===== config.mk =====
export PLATFORM = sky130hd
export DESIGN_NAME = lc3_mem_arbiter
export DESIGN_NICKNAME = d
export VERILOG_FILES = /design/src/rtl/lc3_mem_arbiter.sv
export SDC_FILE = /design/constraint.sdc
export NUM_CORES = 1
export LEC_CHECK = 0
export CAP_MARGIN = 40
export CORE_UTILIZATION = 39
export CTS_CLUSTER_SIZE = 20
export DETAILED_ROUTE_END_ITERATION = 7
export GPL_ROUTABILITY_DRIVEN = 0
export GPL_TIMING_DRIVEN = 0
export PLACE_DENSITY = 0.77
export SLEW_MARGIN = 10
export SYNTH_ARGS = -nofsm -noshare
export SYNTH_HDL_FRONTEND = slang
export SYNTH_SLANG_ARGS = --single-unit

===== constraint.sdc =====
create_clock -name clock -period 1.57 [get_ports clock]
set_input_delay 0.2355 -clock clock [delete_from_list [all_inputs] [get_ports clock]]
set_output_delay 0.2355 -clock clock [all_outputs]
set_load 0.1 [all_outputs]

===== src/rtl/lc3_mem_arbiter.sv =====
// Shares one request/ack memory port between LC3 instruction fetch and data access.
// Data wins ties; after MAX_STREAK data grants against a waiting fetch, the fetch is served.
module lc3_mem_arbiter #(
  parameter int ADDR_W     = 16,
  parameter int DATA_W     = 16,
  parameter int MAX_STREAK = 4,
  parameter int TIMEOUT    = 255
) (
  input  logic              clock,
  input  logic              reset,
  input  logic              instrmem_rd,
  input  logic [ADDR_W-1:0] pc,
  output logic [DATA_W-1:0] Instr_dout,
  output logic              complete_instr,
  input  logic              data_req,
  input  logic              Data_rd,
  input  logic [ADDR_W-1:0] Data_addr,
  input  logic [DATA_W-1:0] Data_din,
  output logic [DATA_W-1:0] Data_dout,
  output logic              complete_data,
  output logic              mem_req,
  output logic              mem_we,
  output logic [ADDR_W-1:0] mem_addr,
  output logic [DATA_W-1:0] mem_wdata,
  input  logic [DATA_W-1:0] mem_rdata,
  input  logic              mem_ack,
  output logic              bus_err,
  output logic [1:0]        busy_owner
);

  localparam int STREAK_W = $clog2(MAX_STREAK + 1);
  localparam int TIMER_W  = $clog2(TIMEOUT + 1);
  localparam logic [STREAK_W-1:0] STREAK_MAX = STREAK_W'(MAX_STREAK);
  localparam logic [TIMER_W-1:0]  TIMER_LAST = TIMER_W'(TIMEOUT - 1);

  // Encoding doubles as the busy_owner code.
  typedef enum logic [1:0] {
    IDLE   = 2'b00,
    I_BUSY = 2'b01,
    D_BUSY = 2'b10
  } stateT;

  stateT               state, stateNext;
  logic [STREAK_W-1:0] streak, streakNext;
  logic [TIMER_W-1:0]  timer, timerNext;
  logic                memReqNext, memWeNext;
  logic [ADDR_W-1:0]   memAddrNext;
  logic [DATA_W-1:0]   memWdataNext, instrDoutNext, dataDoutNext;
  logic                completeInstrNext, completeDataNext, busErrNext;
  logic                instrPend, dataPend;

  // A request whose completion is showing this cycle is already consumed.
  assign instrPend = instrmem_rd & ~complete_instr;
  assign dataPend  = data_req & ~complete_data;

  always_comb begin
    // NOTE: every target gets a default first, so no path can infer a latch.
    stateNext         = state;
    streakNext        = streak;
    timerNext         = timer;
    memReqNext        = mem_req;
    memWeNext         = mem_we;
    memAddrNext       = mem_addr;
    memWdataNext      = mem_wdata;
    instrDoutNext     = Instr_dout;
    dataDoutNext      = Data_dout;
    completeInstrNext = 1'b0;
    completeDataNext  = 1'b0;
    busErrNext        = 1'b0;

    unique case (state)
      IDLE: begin
        if (dataPend && !(instrPend && streak == STREAK_MAX)) begin
          stateNext    = D_BUSY;
          memReqNext   = 1'b1;
          memWeNext    = ~Data_rd;
          memAddrNext  = Data_addr;
          memWdataNext = Data_din;
          timerNext    = '0;
          if (!instrPend) begin
            streakNext = '0;
          end else if (streak != STREAK_MAX) begin
            streakNext = streak + 1'b1;
          end
        end else if (instrPend) begin
          stateNext   = I_BUSY;
          memReqNext  = 1'b1;
          memWeNext   = 1'b0;
          memAddrNext = pc;
          timerNext   = '0;
          streakNext  = '0;
        end
      end

      I_BUSY, D_BUSY: begin
        // An ack on the last allowed cycle still counts as a normal completion.
        if (mem_ack || timer == TIMER_LAST) begin
          stateNext  = IDLE;
          memReqNext = 1'b0;
          timerNext  = '0;
          busErrNext = ~mem_ack;
          if (state == I_BUSY) begin
            completeInstrNext = 1'b1;
            instrDoutNext     = mem_ack ? mem_rdata : '0;
          end else begin
            completeDataNext = 1'b1;
            if (!mem_we) begin
              dataDoutNext = mem_ack ? mem_rdata : '0;
            end
          end
        end else begin
          timerNext = timer + 1'b1;
        end
      end

      default: stateNext = IDLE;
    endcase
  end

  always_ff @(posedge clock) begin
    // NOTE: non-blocking assignments keep every register updating from pre-edge values.
    if (reset) begin
      state          <= IDLE;
      streak         <= '0;
      timer          <= '0;
      mem_req        <= 1'b0;
      mem_we         <= 1'b0;
      mem_addr       <= '0;
      mem_wdata      <= '0;
      Instr_dout     <= '0;
      Data_dout      <= '0;
      complete_instr <= 1'b0;
      complete_data  <= 1'b0;
      bus_err        <= 1'b0;
      busy_owner     <= 2'b00;
    end else begin
      state          <= stateNext;
      streak         <= streakNext;
      timer          <= timerNext;
      mem_req        <= memReqNext;
      mem_we         <= memWeNext;
      mem_addr       <= memAddrNext;
      mem_wdata      <= memWdataNext;
      Instr_dout     <= instrDoutNext;
      Data_dout      <= dataDoutNext;
      complete_instr <= completeInstrNext;
      complete_data  <= completeDataNext;
      bus_err        <= busErrNext;
      busy_owner     <= stateNext;
    end
  end

endmodule


== Word-level counts from Yosys, hierarchy flattened ==
Index checks and enable logic that the tools add are counted.

* Register bits: 82
* Word-level logic and storage cells: 72
* Input bits: 70
* Output and inout port bits: 71

* Add/sub/neg operators: 2
* Reductions and logical operators: 17
* Multiplexer cells: 23
* Equal/unequal tests: 8
* Bitwise gates (word level): 10

{| class="wikitable"
|+ Operators by type and width
! cell !! count
|-
| $mux W16 || 3
|-
| $mux W8 || 3
|-
| $pmux W8 S2 || 1
|-
| $mux W3 || 4
|-
| $reduce_and A3 Y1 || 3
|-
| $add A8 B1 Y8 const B || 1
|-
| $eq A8 B8 Y1 const B || 1
|-
| $not A1 Y1 || 8
|-
| $reduce_and A2 Y1 || 4
|-
| $mux W1 || 7
|-
| $mux W2 || 3
|-
| $ne A3 B3 Y1 const B || 2
|-
| $pmux W2 S2 || 1
|-
| $reduce_and A4 Y1 || 1
|-
| $reduce_bool A2 Y1 || 2
|-
| $add A3 B1 Y3 const B || 1
|-
| $eq A3 B3 Y1 const B || 1
|-
| $ne A3 B2 Y1 const B || 1
|-
| $reduce_or A3 Y1 || 1
|-
| $and A1 B1 Y1 || 2
|-
| $eq A2 B1 Y1 const B || 1
|-
| $eq A2 B2 Y1 const B || 1
|-
| $logic_and A1 B1 Y1 || 2
|-
| $logic_not A2 Y1 || 1
|-
| 5 further kinds || 5
|}

== Depth between registers and ports, before layout ==
* Depth after elaboration: 7
* Depth in mapped cells: 8
* Gate-level depth less buffers: 6

== Least setup slack after synthesis ==
Ideal clock, no wire load.

* Path type: register to register
* Start point: reg state[0]
* End point: reg timer[6]
* Path slack: -0.851 ns
* Data required time: 1.512 ns
* Arrival time: 2.362 ns
* Stages on the path, launching flop included: 7
* Path buffers: 0
* Cells stage by stage: dfxtp_1 > inv_1 > ha_1 > or2_2 > o31a_1 > a21o_2 > o21ba_1

* Longest elaborated chain between the ends: 4

{| class="wikitable"
|+ RTL lines
! element !! line !! RTL
|-
| start: declaration || 43 || <nowiki>stateT state, stateNext;</nowiki>
|-
| start signal: assignment || 137 || <nowiki>state <= stateNext;</nowiki>
|-
| $eq A2 B1 Y1 or $eq A2 B2 Y1 (tied branches) || 71 || <nowiki>unique case (state)</nowiki>
|-
| $reduce_or A2 Y1 || 71 ||
|-
| $reduce_bool A2 Y1 (no line) || -- ||
|-
| $reduce_and A2 Y1 (no line) || -- ||
|-
| end signal: assignment || 139 || <nowiki>timer <= timerNext;</nowiki>
|-
| end: declaration || 45 || <nowiki>logic [TIMER_W-1:0] timer, timerNext;</nowiki>
|}

Parallel ways exist; a longest one is shown, timed or not.
A chain may end at the register's enable or synchronous reset.

== Final worst setup path ==
* Start point: reg state[1]
* End point: reg timer[5]

Same word-level chain as after synthesis.

==> impl_metrics.toml <==
[layout]
areaGrowthSynthToFinish_pct = 104
nNetsFinal = 641
final_cell_mix = "70 x dfxtp_1, 68 x clkdlybuf4s50_1, 64 x buf_12"
final_common_cell = "dfxtp_1"
fin_util_pct = 83.5
fillCellCount = 424
drive_gt1_share_pct = 34.9
n_antenna_cell = 0

[global_routing]
gr-usage-all-layers_pct = 26.6
grt_pass1_vias = 3742
grt-ovfl-total = 0
antenna_found_initial = 1
grt_pass1_wl_mm = 18.3
grt_max_degree = 16

[die]
start_util_pct = 40.9
core_area_sq_um = 8340
die_x_microns = 95.5
die_area_sq_um = 9120
ios = 141
die_h_microns = 95.5
rows = 33

[clock_tree]
cts_buffers = 9
cts_sinks = 82
clock_latency_ps = 380
tritoncts = "yes"
clockBufferDepth = 2
ctsHoldBuffers = 0
clk_pin_slew_worst_paths_ps = 90
htreeDepth = 3
cts_root_buffer = "clkbuf_8"

[place]
hpwl_mm = 8.26
dpl_worst_slack_ps = -390
port_buffers = 139

[sta]
fin_crit_ps = 1680
final.setup.worst_slack_ps = -115
fin_skew_ps = 18.5
min_period_over_period_pct = 107
maxSlewHeadroom_pct = 49.5
slew_viol_final = 0
fmax_mhz = 594
rsz0062_at_grt = "yes"
hold_violations = 0
tightest_slew_ps = 758
setup_viol = 28

[synth]
synthArstFlopShare_pct = 0
avgSynthCellArea_sq_um = 9.97
synth_area_sq_um = 3410
netlist-cell-type-count = 49
ys_ff_latch = 82
synth_area_leaders = "dfxtp_1 48%, mux2i_1 9.4%, a22o_1 4.1%, a311oi_1 4.1%, nor2_1 4.0%"
yosysTopAreaCellShare_pct = 48.2
syn_inst = 342
ys_seq_area_share_pct = 48.2
syn_nets = 418
ys_warn_count = 0
synth_ff_type = "dfxtp_1"
synth-edff-count = 0
yosysTopAreaCell = "dfxtp_1"

[critical_path]
crit_slowest_cell = "or4_1"
rr_worst_depth = 6
crit_chain = "inv_4 > ha_4 > or2_4 > o31ai_4 > or4_1 > a21oi_2"
worstSetupEndpointType = "flip-flop"
arrival_ps = 1980
crit_type = "reg -> reg"
cp-start-kind = "flip-flop"
cp_slowest_stage_delay_ps = 510
worstPathMaxFanout = 6
cp.required_ps = 1870

[route]
wl_per_cell_microns = 20.9
drtIter0Drc = 152
drt-vias-per-instance = 5.59
drt_wl_total_mm = 14.1
vias = 3774
drc = 0
dr.pass1.iters = 6
route.antenna.remaining_nets = 0

[power]
power_mw = 8.18
p_leak_nw = 2.95
p_per_area_nw_per_um2 = 1170
ir_worst_vdd_v = 0.000873

[min_path]
hold_class = "in -> reg"
hold_path_depth = 3

[outcome]
violations = "negative setup slack"
outcome = "finished, violations left"

[job]
cap_violations = 0
metal layers:
metal  vias up  global-route usage, %  share of wire (%)
met5         -                      0              0.064
met4         2                   12.9                4.8
met1      1821                   27.8                 36
met2       186                   49.9                 53
met3        64                   5.58                6.3
li1       1701                      -                  -
Yosys cell counts (2+ instances only):
master / n
dfxtp_1: 82
nor2_1: 36
mux2i_1: 32
a21oi_1: 25
nand2_1: 23
a211oi_1: 17
a22o_1: 16
a311oi_1: 16
clkbuf_1: 10
buf_2: 6
ha_1: 6
buf_4: 5
inv_1: 5
nand3_1: 5
o21ai_0: 5
o31ai_1: 5
nor3_1: 4
buf_6: 3
or4_1: 3
and2_1: 2
and2b_2: 2
nand2b_1: 2
nand4b_1: 2
nor4_1: 2
o31a_1: 2
or2_2: 2
xnor2_1: 2
sequential cells by signal (all words and copies together) (netlist names):
name,flops
mem_we,1
mem_req,1
complete_data,1
mem_wdata,16
timer,8
Data_dout,16
Instr_dout,16
complete_instr,1
state,2
mem_addr,16
streak,3
bus_err,1
worst max-delay path, delay by kind of cell (launching register included):
kind	cells	cell delay [ps]
buffers and inverters	1	50
AND/OR/NAND/NOR	2	640
adder cells (fa/ha/maj)	1	290
flip-flops	1	380
AO/OA/AOI/OAI	2	250
through the flow:
step           setup TNS [ps]  hold WS [ps]  area [sq um]  cells
6_report                -1080           470          6960    675
5_1_grt                 -3360           501          6960    675
4_1_cts                 -79.7           476          6500    657
3_5_place_dp           -17670           464          6190    657
2_1_floorplan           -3940           315          3480    342
3_3_place_gp           -23520           460          5000    586
cell families (layout without fill, tap and decap cells):
| family | Yosys count | after routing | share of synthesized area [%] |
|---|---|---|---|
| flip-flops | 82 | 82 | 48.2 |
| multiplexers | 32 | 32 | 9.40 |
| AND/OR/NAND/NOR | 92 | 92 | 13.3 |
| buffers and inverters | 31 | 259 | 5.32 |
| XOR/XNOR | 2 | 2 | 0.514 |
| AO/OA/AOI/OAI | 97 | 97 | 21.1 |
| adder cells (fa/ha/maj) | 6 | 6 | 2.20 |
worst paths after layout:
kind	to	start	slack, ps
worst min-delay path	mem_wdata[3]	Data_din[3]	470
worst min register to register	streak[1]	streak[1]	480
worst max-delay path	timer[5]	state[1]	-110
worst max register to register	timer[5]	state[1]	-110
area by class of cell:
class	instances	area (sq um)	area share, %
Sequential cell	82	1670	23.9
Buffer	23	218	3.13
Clock inverter	6	47.5	0.683
Clock buffer	10	138	1.98
Inverter	6	27.5	0.395
Timing Repair Buffer	214	2870	41.2
Multi-Input combinational cell	229	1860	26.8
Tap cell	105	131	1.89
what timing repair did:
item	CTS	global route
buffers inserted	6	15
pin swaps	4	21
gates cloned	0	4
resized for setup	126	69
endpoints found under the setup margin	122	71
report_power, final:
part           internal (mW)  switching, mW
combinational           1.73           2.46
clock                  0.633          0.878
sequential              2.29          0.181
Note: power is estimated with default switching activity, not from simulation.
